`src/rtl/video_out_pkg.sv`:
```
// Shared video output definitions: 1080p60 timing defaults, raster totals,
// output FSM states and the 8-bar test pattern colour table.
package video_out_pkg;

  localparam int unsigned DEF_H_DISP     = 1920;
  localparam int unsigned DEF_H_FP       = 88;
  localparam int unsigned DEF_H_SYNC     = 44;
  localparam int unsigned DEF_H_BP       = 148;
  localparam int unsigned DEF_V_DISP     = 1080;
  localparam int unsigned DEF_V_FP       = 4;
  localparam int unsigned DEF_V_SYNC     = 5;
  localparam int unsigned DEF_V_BP       = 36;
  localparam int unsigned DEF_DATA_WIDTH = 24;
  localparam int unsigned CNT_W          = 16;
  localparam int unsigned UF_W           = 16;

  // Raster total for one axis: sync + back porch + active + front porch.
  function automatic int unsigned raster_total(input int unsigned sync_w, input int unsigned bp,
                                               input int unsigned disp, input int unsigned fp);
    return sync_w + bp + disp + fp;
  endfunction

  localparam int unsigned DEF_H_TOTAL = raster_total(DEF_H_SYNC, DEF_H_BP, DEF_H_DISP, DEF_H_FP);
  localparam int unsigned DEF_V_TOTAL = raster_total(DEF_V_SYNC, DEF_V_BP, DEF_V_DISP, DEF_V_FP);

  typedef enum logic [1:0] {
    ST_IDLE  = 2'd0,
    ST_RUN   = 2'd1,
    ST_DRAIN = 2'd2
  } state_e;

  // Colour bars left to right, 24-bit RGB.
  function automatic logic [23:0] tpg_colour(input logic [2:0] idx);
    logic [23:0] rgb;
    rgb = 24'h000000;
    case (idx)
      3'd0:    rgb = 24'hFFFFFF;
      3'd1:    rgb = 24'hFFFF00;
      3'd2:    rgb = 24'h00FFFF;
      3'd3:    rgb = 24'h00FF00;
      3'd4:    rgb = 24'hFF00FF;
      3'd5:    rgb = 24'hFF0000;
      3'd6:    rgb = 24'h0000FF;
      default: rgb = 24'h000000;
    endcase
    return rgb;
  endfunction

endpackage

```
`src/rtl/video_timing_cnt.sv`:
```
// Horizontal/vertical raster counters with sync and data-enable decode.
module video_timing_cnt
  import video_out_pkg::*;
#(
  parameter int unsigned H_DISP = DEF_H_DISP,
  parameter int unsigned H_FP   = DEF_H_FP,
  parameter int unsigned H_SYNC = DEF_H_SYNC,
  parameter int unsigned H_BP   = DEF_H_BP,
  parameter int unsigned V_DISP = DEF_V_DISP,
  parameter int unsigned V_FP   = DEF_V_FP,
  parameter int unsigned V_SYNC = DEF_V_SYNC,
  parameter int unsigned V_BP   = DEF_V_BP
) (
  input  logic             clk,
  input  logic             rst_n,
  input  logic             en,
  output logic [CNT_W-1:0] h_cnt,
  output logic             hsync_c,
  output logic             vsync_c,
  output logic             de_c,
  output logic             frame_end_c
);
  localparam int unsigned H_TOTAL = raster_total(H_SYNC, H_BP, H_DISP, H_FP);
  localparam int unsigned V_TOTAL = raster_total(V_SYNC, V_BP, V_DISP, V_FP);
  localparam int unsigned H_ACT0  = H_SYNC + H_BP;
  localparam int unsigned H_ACT1  = H_ACT0 + H_DISP;
  localparam int unsigned V_ACT0  = V_SYNC + V_BP;
  localparam int unsigned V_ACT1  = V_ACT0 + V_DISP;

  logic [CNT_W-1:0] v_cnt;
  logic             h_last_c;
  logic             v_last_c;

  assign h_last_c    = (h_cnt == CNT_W'(H_TOTAL - 1));
  assign v_last_c    = (v_cnt == CNT_W'(V_TOTAL - 1));
  assign frame_end_c = h_last_c & v_last_c;

  // Counters sit at the raster origin whenever the output is stopped.
  always_ff @(posedge clk or negedge rst_n) begin
    if (!rst_n) begin
      h_cnt <= '0;
      v_cnt <= '0;
    end else if (!en) begin
      h_cnt <= '0;
      v_cnt <= '0;
    end else if (h_last_c) begin
      h_cnt <= '0;
      v_cnt <= v_last_c ? '0 : v_cnt + 1'b1;
    end else begin
      h_cnt <= h_cnt + 1'b1;
    end
  end

  assign hsync_c = (h_cnt < CNT_W'(H_SYNC));
  assign vsync_c = (v_cnt < CNT_W'(V_SYNC));
  assign de_c    = (h_cnt >= CNT_W'(H_ACT0)) && (h_cnt < CNT_W'(H_ACT1)) &&
                   (v_cnt >= CNT_W'(V_ACT0)) && (v_cnt < CNT_W'(V_ACT1));

endmodule

```
`src/rtl/stitch_video_out.sv`:
```
// Video output stage: raster timing, pixel FIFO pacing, underflow accounting.
// Optional 8-bar colour test pattern is compiled in with STITCH_VIDEO_TPG_EN.
module stitch_video_out
  import video_out_pkg::*;
#(
  parameter int unsigned H_DISP     = DEF_H_DISP,
  parameter int unsigned H_FP       = DEF_H_FP,
  parameter int unsigned H_SYNC     = DEF_H_SYNC,
  parameter int unsigned H_BP       = DEF_H_BP,
  parameter int unsigned V_DISP     = DEF_V_DISP,
  parameter int unsigned V_FP       = DEF_V_FP,
  parameter int unsigned V_SYNC     = DEF_V_SYNC,
  parameter int unsigned V_BP       = DEF_V_BP,
  parameter int unsigned DATA_WIDTH = DEF_DATA_WIDTH
) (
  input  logic                  video_clk,
  input  logic                  rst_n,
  input  logic                  out_en,
  input  logic                  tpg_en,
  output logic                  fifo_rd_en,
  input  logic [DATA_WIDTH-1:0] fifo_rd_data,
  input  logic                  fifo_empty,
  output logic                  frame_start,
  output logic                  video_vsync,
  output logic                  video_hsync,
  output logic                  video_de,
  output logic [DATA_WIDTH-1:0] video_data,
  output logic [UF_W-1:0]       underflow_cnt
);
  state_e           state_q, state_d;
  logic             frame_start_d;
  logic             running_c;
  logic             frame_end_c;
  logic             hsync_i, vsync_i, de_i;
  logic             underflow_c;
  logic             rd_q;
  logic             tpg_active;
  logic [CNT_W-1:0] h_cnt;

  assign running_c = (state_q != ST_IDLE);

  video_timing_cnt #(
    .H_DISP(H_DISP), .H_FP(H_FP), .H_SYNC(H_SYNC), .H_BP(H_BP),
    .V_DISP(V_DISP), .V_FP(V_FP), .V_SYNC(V_SYNC), .V_BP(V_BP)
  ) u_timing (
    .clk        (video_clk),
    .rst_n      (rst_n),
    .en         (running_c),
    .h_cnt      (h_cnt),
    .hsync_c    (hsync_i),
    .vsync_c    (vsync_i),
    .de_c       (de_i),
    .frame_end_c(frame_end_c)
  );

  always_ff @(posedge video_clk or negedge rst_n) begin
    if (!rst_n) state_q <= ST_IDLE;
    else        state_q <= state_d;
  end

  // A stop request while already on the last pixel goes straight to IDLE.
  always_comb begin
    state_d       = state_q;
    frame_start_d = 1'b0;
    case (state_q)
      ST_IDLE: begin
        if (out_en) begin
          state_d       = ST_RUN;
          frame_start_d = 1'b1;
        end
      end
      ST_RUN: begin
        if (!out_en)          state_d = frame_end_c ? ST_IDLE : ST_DRAIN;
        else if (frame_end_c) frame_start_d = 1'b1;
      end
      ST_DRAIN: begin
        if (out_en) begin
          state_d       = ST_RUN;
          frame_start_d = frame_end_c;
        end else if (frame_end_c) begin
          state_d = ST_IDLE;
        end
      end
      default: state_d = ST_IDLE;
    endcase
  end

  assign fifo_rd_en  = running_c & de_i & ~fifo_empty & ~tpg_active;
  assign underflow_c = running_c & de_i & fifo_empty & ~tpg_active;

  always_ff @(posedge video_clk or negedge rst_n) begin
    if (!rst_n) begin
      frame_start   <= 1'b0;
      video_vsync   <= 1'b0;
      video_hsync   <= 1'b0;
      video_de      <= 1'b0;
      rd_q          <= 1'b0;
      underflow_cnt <= '0;
    end else begin
      frame_start <= frame_start_d;
      video_vsync <= running_c & vsync_i;
      video_hsync <= running_c & hsync_i;
      video_de    <= running_c & de_i;
      rd_q        <= fifo_rd_en;
      if (underflow_c && (underflow_cnt != {UF_W{1'b1}}))
        underflow_cnt <= underflow_cnt + 1'b1;
    end
  end

`ifdef STITCH_VIDEO_TPG_EN
  localparam int unsigned H_ACT0 = H_SYNC + H_BP;

  logic [CNT_W-1:0]      act_x;
  logic [2:0]            bar_idx;
  logic                  tpg_q;
  logic [DATA_WIDTH-1:0] tpg_data_q;

  assign act_x   = h_cnt - CNT_W'(H_ACT0);
  assign bar_idx = 3'((32'(act_x) * 32'd8) / 32'(H_DISP));

  // Pattern select is latched per frame so a mid-frame toggle cannot tear the image.
  always_ff @(posedge video_clk or negedge rst_n) begin
    if (!rst_n) begin
      tpg_active <= 1'b0;
      tpg_q      <= 1'b0;
      tpg_data_q <= '0;
    end else begin
      if (frame_start_d) tpg_active <= tpg_en;
      tpg_q      <= running_c & de_i & tpg_active;
      tpg_data_q <= DATA_WIDTH'(tpg_colour(bar_idx));
    end
  end

  assign video_data = rd_q ? fifo_rd_data : (tpg_q ? tpg_data_q : '0);
`else
  logic unused_tpg;

  assign tpg_active = 1'b0;
  assign unused_tpg = ^{tpg_en, h_cnt};
  assign video_data = rd_q ? fifo_rd_data : '0;
`endif

endmodule

```
`config.mk`:
```
export PLATFORM = sky130hd
export DESIGN_NAME = stitch_video_out
export DESIGN_NICKNAME = d
export VERILOG_FILES = /design/src/rtl/video_out_pkg.sv /design/src/rtl/video_timing_cnt.sv /design/src/rtl/stitch_video_out.sv
export SDC_FILE = /design/constraint.sdc
export NUM_CORES = 1
export LEC_CHECK = 0
export BUFFER_PORTS_ARGS = -buffer_cell sky130_fd_sc_hd__buf_4
export CAP_MARGIN = 10
export CELL_PAD_IN_SITES_DETAIL_PLACEMENT = 0
export CELL_PAD_IN_SITES_GLOBAL_PLACEMENT = 2
export CORE_UTILIZATION = 32
export DETAILED_ROUTE_END_ITERATION = 10
export PLACE_DENSITY_LB_ADDON = 0.1
export SLEW_MARGIN = 20
export SYNTH_ARGS = -nofsm -noshare
export SYNTH_HDL_FRONTEND = slang
export SYNTH_SLANG_ARGS = --single-unit
```
`constraint.sdc`:
```
create_clock -name video_clk -period 3.1 [get_ports video_clk]
set_clock_uncertainty 0.05 [all_clocks]
set_input_delay 0.465 -clock video_clk [delete_from_list [all_inputs] [get_ports video_clk]]
set_output_delay 0.465 -clock video_clk [all_outputs]
set_load 0.1 [all_outputs]
```
==> results.md, run 1 <==
- Slowest stage cell, crit path: or4_1
- Most common cell in the netlist: dfrtp_1
- Area taken by multi-input logic gates: 1680 sq um
- Yosys top cell by area: dfrtp_1
- Netlist cell types: 46
- Crit Path Category: register to output port
- Synthesized cell area: 3140 sq um
- Yosys warning count: 0
- Seq/Total Area, Yosys: 0.439
- Clock transition at path regs: 0.11 ns
- FMAX: 0.341 GHz
- RR Startpoint: u_timing.v_cnt[8]
- Max clock buf depth: 2
- Top post-synthesis cells by count: dfrtp_1 (55), nor2_1 (29), nand2_1 (28), and2_1 (26)
- Die area: 10200 sq um
- P per Cell Area: 437 nW/um^2
- Post-DP HPWL: 5490 microns
- RSZ-0062 raised after global routing: no
- Die X: 101 microns
- Comb pwr share: 0.295
- Vias in the first global route: 2514
- H-tree depth: 2
- Max incr delay on CP: 0.69 ns
- Share of cells above drive strength 1: 0.240
- Via density: 5.04
- Num CTS Buffers: 5
- Synthesized flop and latch total: 55
- Proportion of netlist area held by the largest area contributor: 0.439
- Largest net degree at the start of global routing: 56
- Grt ovf: 0
- Final hold vios: 0
- Worst r2r path cells: 7
- Hold slack final: 0.133 ns
- Max-slew violation count: 0
- Final wirelength: 7680 microns
- 1st-iter DRT viols: 72
- Setup TNS: 0 ns
- WL/cell: 14.0 microns
- Crit path cell chain: or4_1 -> o22ai_1 -> o41a_1 -> and2_1 -> nor2b_4 -> buf_12
- Global-route wire length before repair: 12700 microns
- Switching power: 668 uW
- Ports: 74
- EDFF count, synth: 0
- Row count: 35
- Synth area leaders: dfrtp_1 (44%), xor2_1 (5.6%), and2_1 (5.2%), ha_1 (4.0%), nor2_1 (3.5%)
- Clk pwr share: 0.242
- Antenna viol nets, final: 0
- Clock sink count: 55
- P&R area growth vs syn: 26.5%
- Root buf cell: clkbuf_8
- Core area: 9370 sq um
- R2R setup slack: 0.60 ns
- # Max-Cap Violations: 0
- Int Pwr: 1070 uW
- Routability congestion estimate: 0.746
- Leakage: 0.00182 uW
- Crit end category: output port
- Post-synth ARST share: 1.00
- Tcrit/Tclk final: 0.945
- Sw frac: 0.385
- Slew Limit Headroom: 0.487
- Gr usage total: 0.157
- Critical path arrival: 2.41 ns
- # diodes: 0
- DRC viols: 0
- Status: completed
- Post-CTS Hold Fix Bufs: 0
- Number of port buffers: 72
- Gate Count Post-Synth: 345
- Peak VDD IR: 0.281 mV
- Worst hold path class: primary input to async pin
- Critical Path Fanout Max: 7
- Reg area: 1380 sq um
- CTS tree: yes
- Via count: 2766
- Starting Density: 0.335
- Die Ht: 101 microns
- Worst setup SP type: register
- Initial antenna violation count: 0
- Drt pass-1 iters: 6
- Sequential share of power: 0.463
- FF-to-FF End: underflow_cnt[1]
- Worst Path Required: 2.58 ns
- Top FF cell, synth: dfrtp_1
- Worst-Skew Late Latency: 0.31 ns
- Syn_area_per_cell: 9.10 sq um
- Actual slew at the worst max-slew pin: 0.761 ns
- Nets: 458
- Min cycle time layout: 2.93 ns
- Number of fill cells: 960
- Finish-stage setup viols: 0
- Synthesized Nets: 384
## cell type report
| cell class | instances | share of cell area |
|---|---|---|
| Timing Repair Buffer | 80 | 0.154 |
| Clock buffer | 5 | 0.0173 |
| Sequential cell | 55 | 0.347 |
| Inverter | 12 | 0.0113 |
| Multi-Input combinational cell | 265 | 0.424 |
| Clock inverter | 3 | 0.00567 |
| Tap cell | 129 | 0.0407 |
## timing repair
action                                  in CTS  in global routing
setup buffers                                0                  2
pin swaps                                    0                  0
endpoints found under the setup margin       1                  1
gates cloned                                 0                  0
gates resized for setup                      1                  5
## sequential cells by signal (all words and copies together) (netlist names)
| signal | cells |
|---|---|
| frame_start | 1 |
| underflow_cnt | 16 |
| state_q | 2 |
| rd_q | 1 |
| video_vsync | 1 |
| u_timing.h_cnt | 16 |
| video_de | 1 |
| u_timing.v_cnt | 16 |
| video_hsync | 1 |
## worst max-delay path by stage
| stage | end | cells past startpoint | start |
|---|---|---|---|
| floorplan | fifo_rd_en | 8 | u_timing.v_cnt[0] |
| global placement | fifo_rd_en | 8 | u_timing.v_cnt[0] |
| detailed placement | fifo_rd_en | 8 | u_timing.v_cnt[0] |
| CTS | fifo_rd_en | 8 | u_timing.v_cnt[0] |
| global route | fifo_rd_en | 6 | u_timing.h_cnt[10] |
| finish | fifo_rd_en | 6 | u_timing.h_cnt[10] |
## logic make-up after synthesis
| logic type | Yosys count | share of synthesized area |
|---|---|---|
| AND/OR/NAND/NOR | 175 | 0.311 |
| flip-flops | 55 | 0.439 |
| AO/OA/AOI/OAI | 51 | 0.0981 |
| XOR/XNOR | 27 | 0.0754 |
| buffers and inverters | 25 | 0.0303 |
| adder cells (fa/ha/maj) | 10 | 0.0399 |
| multiplexers | 2 | 0.00718 |
## metrics by stage
step	cell area, sq um	worst slack [ns]	util	total power (uW)	cells
floorplan	3140	0.0730	-	1170	345
global placement	3840	0.361	0.409	1340	539
detailed placement	3840	0.350	0.409	1340	539
CTS	3930	0.0128	0.420	1770	547
global route	3970	0.0224	0.424	1850	549
finish	3970	0.170	0.424	1740	549
## placed cells by master, fill, tap and decap left out, types with 7 or more instances in the layout
master,n
nand4_1,11
buf_4,79
a21oi_1,17
o21ai_0,17
nor2_1,29
ha_1,9
xnor2_1,7
nand2_1,28
nand3_1,20
or3_1,7
dfrtp_1,55
nor3_1,13
xor2_1,20
inv_1,12
and2_1,26
## routing by layer
| layer | vias to the layer above | GRT usage | wire length, microns |
|---|---|---|---|
| met5 | - | 0 | 0 |
| met2 | 102 | 0.254 | 3390 |
| met3 | 5 | 0.0312 | 568 |
| met1 | 1298 | 0.218 | 3660 |
| li1 | 1361 | - | - |
| met4 | 0 | 0.0334 | 54 |
## power groups by stage
stage          combinational (uW)  sequential [uW]  clock [uW]
6_report                      512              803         421
5_1_grt                       562              812         471
4_1_cts                       524              804         443
3_5_place_dp                  522              817           0
3_3_place_gp                  519              818           0
2_1_floorplan                 229              944           0
## critical path, delay by kind of cell (launching register included)
| kind | cells | cell delay (ns) |
|---|---|---|
| buffers and inverters | 1 | 0.18 |
| DFF | 1 | 0.47 |
| and+or+nand+nor | 3 | 1.04 |
| AOI/OAI and AO/OA | 2 | 0.40 |
No activity file was read; power rests on OpenSTA's default activity.
==> run 2, diff against run 1 <==
- clock period: 3.1 -> 3.2 ns (I/O delays scaled with it)
==> results.md, run 2 (synthesis gave the netlist of run 1 again) <==
- Most common cell after layout, fill and taps aside: buf_4
- Clock sink count: 55
- Gr usage total: 0.155
- Sw frac: 0.390
- Clock transition at path regs: 0.12 ns
- FMAX: 0.333 GHz
- WL/cell: 14.1 microns
- Dpl cells: 538
- Core area: 9370 sq um
- Largest net degree at the start of global routing: 56
- # Max-Cap Violations: 0
- Critical Path Fanout Max: 5
- Crit Path Category: register to output port
- Final wirelength: 7690 microns
- Die X: 101 microns
- RSZ-0062 raised after global routing: no
- P per Cell Area: 432 nW/um^2
- Nets: 455
- Number of port buffers: 72
- Critical path arrival: 2.47 ns
- P&R area growth vs syn: 25.7%
- Starting Density: 0.335
- Post-CTS Hold Fix Bufs: 0
- Worst Setup Slack, final: 0.199 ns
- Tcrit/Tclk final: 0.938
- Peak VDD IR: 0.195 mV
- # diodes: 0
- Via density: 5.04
- Comb pwr share: 0.292
- Slew Limit Headroom: 0.494
- Switching power: 665 uW
- Status: completed
- Post-Place Worst Slack: 0.435 ns
- Most frequent cells in the layout: buf_4 (76), dfrtp_1 (55), nor2_1 (29)
- Final hold vios: 0
- Ports: 74
- Crit end category: output port
- Root buf cell: clkbuf_8
- Worst hold path class: primary input to async pin
- CTS tree: yes
- Global-route wire length before repair: 12400 microns
- Routability congestion estimate: 0.766
- Worst Path Required: 2.67 ns
- Worst setup SP type: register
- Grt ovf: 0
- H-tree depth: 2
- Share of cells above drive strength 1: 0.230
- Initial antenna violation count: 0
- DRC viols: 0
- Finish-stage setup viols: 0
- Die area: 10200 sq um
- Max-slew violation count: 0
- Die Ht: 101 microns
- Post-DP HPWL: 5510 microns
- Int Pwr: 1040 uW
- 1st-iter DRT viols: 105
- Setup TNS: 0 ns
- Via count: 2752
- Post-CTS Setup Bufs: 0
- Actual slew at the worst max-slew pin: 0.751 ns
- Antenna viol nets, final: 0
- Drt pass-1 iters: 4
- Worst-Skew Late Latency: 0.32 ns
- Worst r2r path cells: 8
- Vias in the first global route: 2423
- Row count: 35
- Num CTS Buffers: 5
- Leakage: 0.00181 uW
- Largest registers: u_timing.h_cnt: 16 flops, u_timing.v_cnt: 16 flops, underflow_cnt: 16 flops
- Sequential share of power: 0.457
- Fin cells: 546
- Min cycle time layout: 3.00 ns
- Max clock buf depth: 2
- Clk pwr share: 0.251
==> run 2: changes by cell type in the layout (fill, tap and decap cells not counted), sizes merged <==
cell	delta
buf	-3
inv	+1
clkinvlp	+1
clkinv	-2
==> run 2: critical path, cell delays in order, from the launching register on <==
cell and delay (ns):
dfrtp_1 0.44, inv_1 0.10, ha_1 0.21, or4b_1 0.44, a31oi_1 0.22, o41a_1 0.20
and2_1 0.16, nor2b_4 0.19, buf_12 0.19
==> run 2: metal layers <==
metal / wire (microns) / up-vias / part of all wire / GRT usage
li1: - / 1352 / - / -
met1: 3500 / 1292 / 0.46 / 0.212
met2: 3500 / 103 / 0.46 / 0.251
met3: 634 / 5 / 0.082 / 0.0312
met4: 53 / 0 / 0.0069 / 0.0368
met5: 0 / - / 0 / 0
==> run 2: through the flow <==
stage               total power (uW)  utilization  hold slack (ns)  instance area [sq um]
global placement                1300        0.409            0.433                   3830
CTS                             1740        0.419            0.179                   3930
global route                    1810        0.421            0.215                   3940
detailed placement              1300        0.409            0.436                   3830
finish                          1700        0.421            0.148                   3940
floorplan                       1140            -            0.134                   3140
==> run 2: cell type report <==
cell class	instances	area, sq um
repair buffers	77	591
inverters	12	45.0
clock inverters	3	27.5
well taps	129	161
multi-input cells	265	1670
fillers	974	5430
flip-flops and latches	55	1380
clock buffers	5	68.8
==> run 2: power groups by stage <==
stage | registers, uW | logic (uW) | clock network [uW]
after global routing | 788 | 550 | 470
after detailed placement | 794 | 508 | 0
after global placement | 793 | 505 | 0
after CTS | 780 | 510 | 448
final | 778 | 498 | 428
after floorplan | 914 | 221 | 0
==> run 2: worst paths after layout <==
check | end | start | slack [ns]
setup / recovery | fifo_rd_en | u_timing.v_cnt[0] | 0.20
hold / removal | underflow_cnt[6] | rst_n | 0.15
setup reg to reg | underflow_cnt[10] | u_timing.v_cnt[0] | 0.69
hold reg to reg | underflow_cnt[6] | underflow_cnt[6] | 0.45
max in group asynchronous | u_timing.h_cnt[3] | rst_n | 2.46
min in group video_clk | rd_q | fifo_empty | 0.34
==> run 2: what timing repair did <==
action,4_1_cts,5_1_grt
resized for setup,0,4
hold endpoints to repair,0,0
endpoints found under the setup margin,0,1
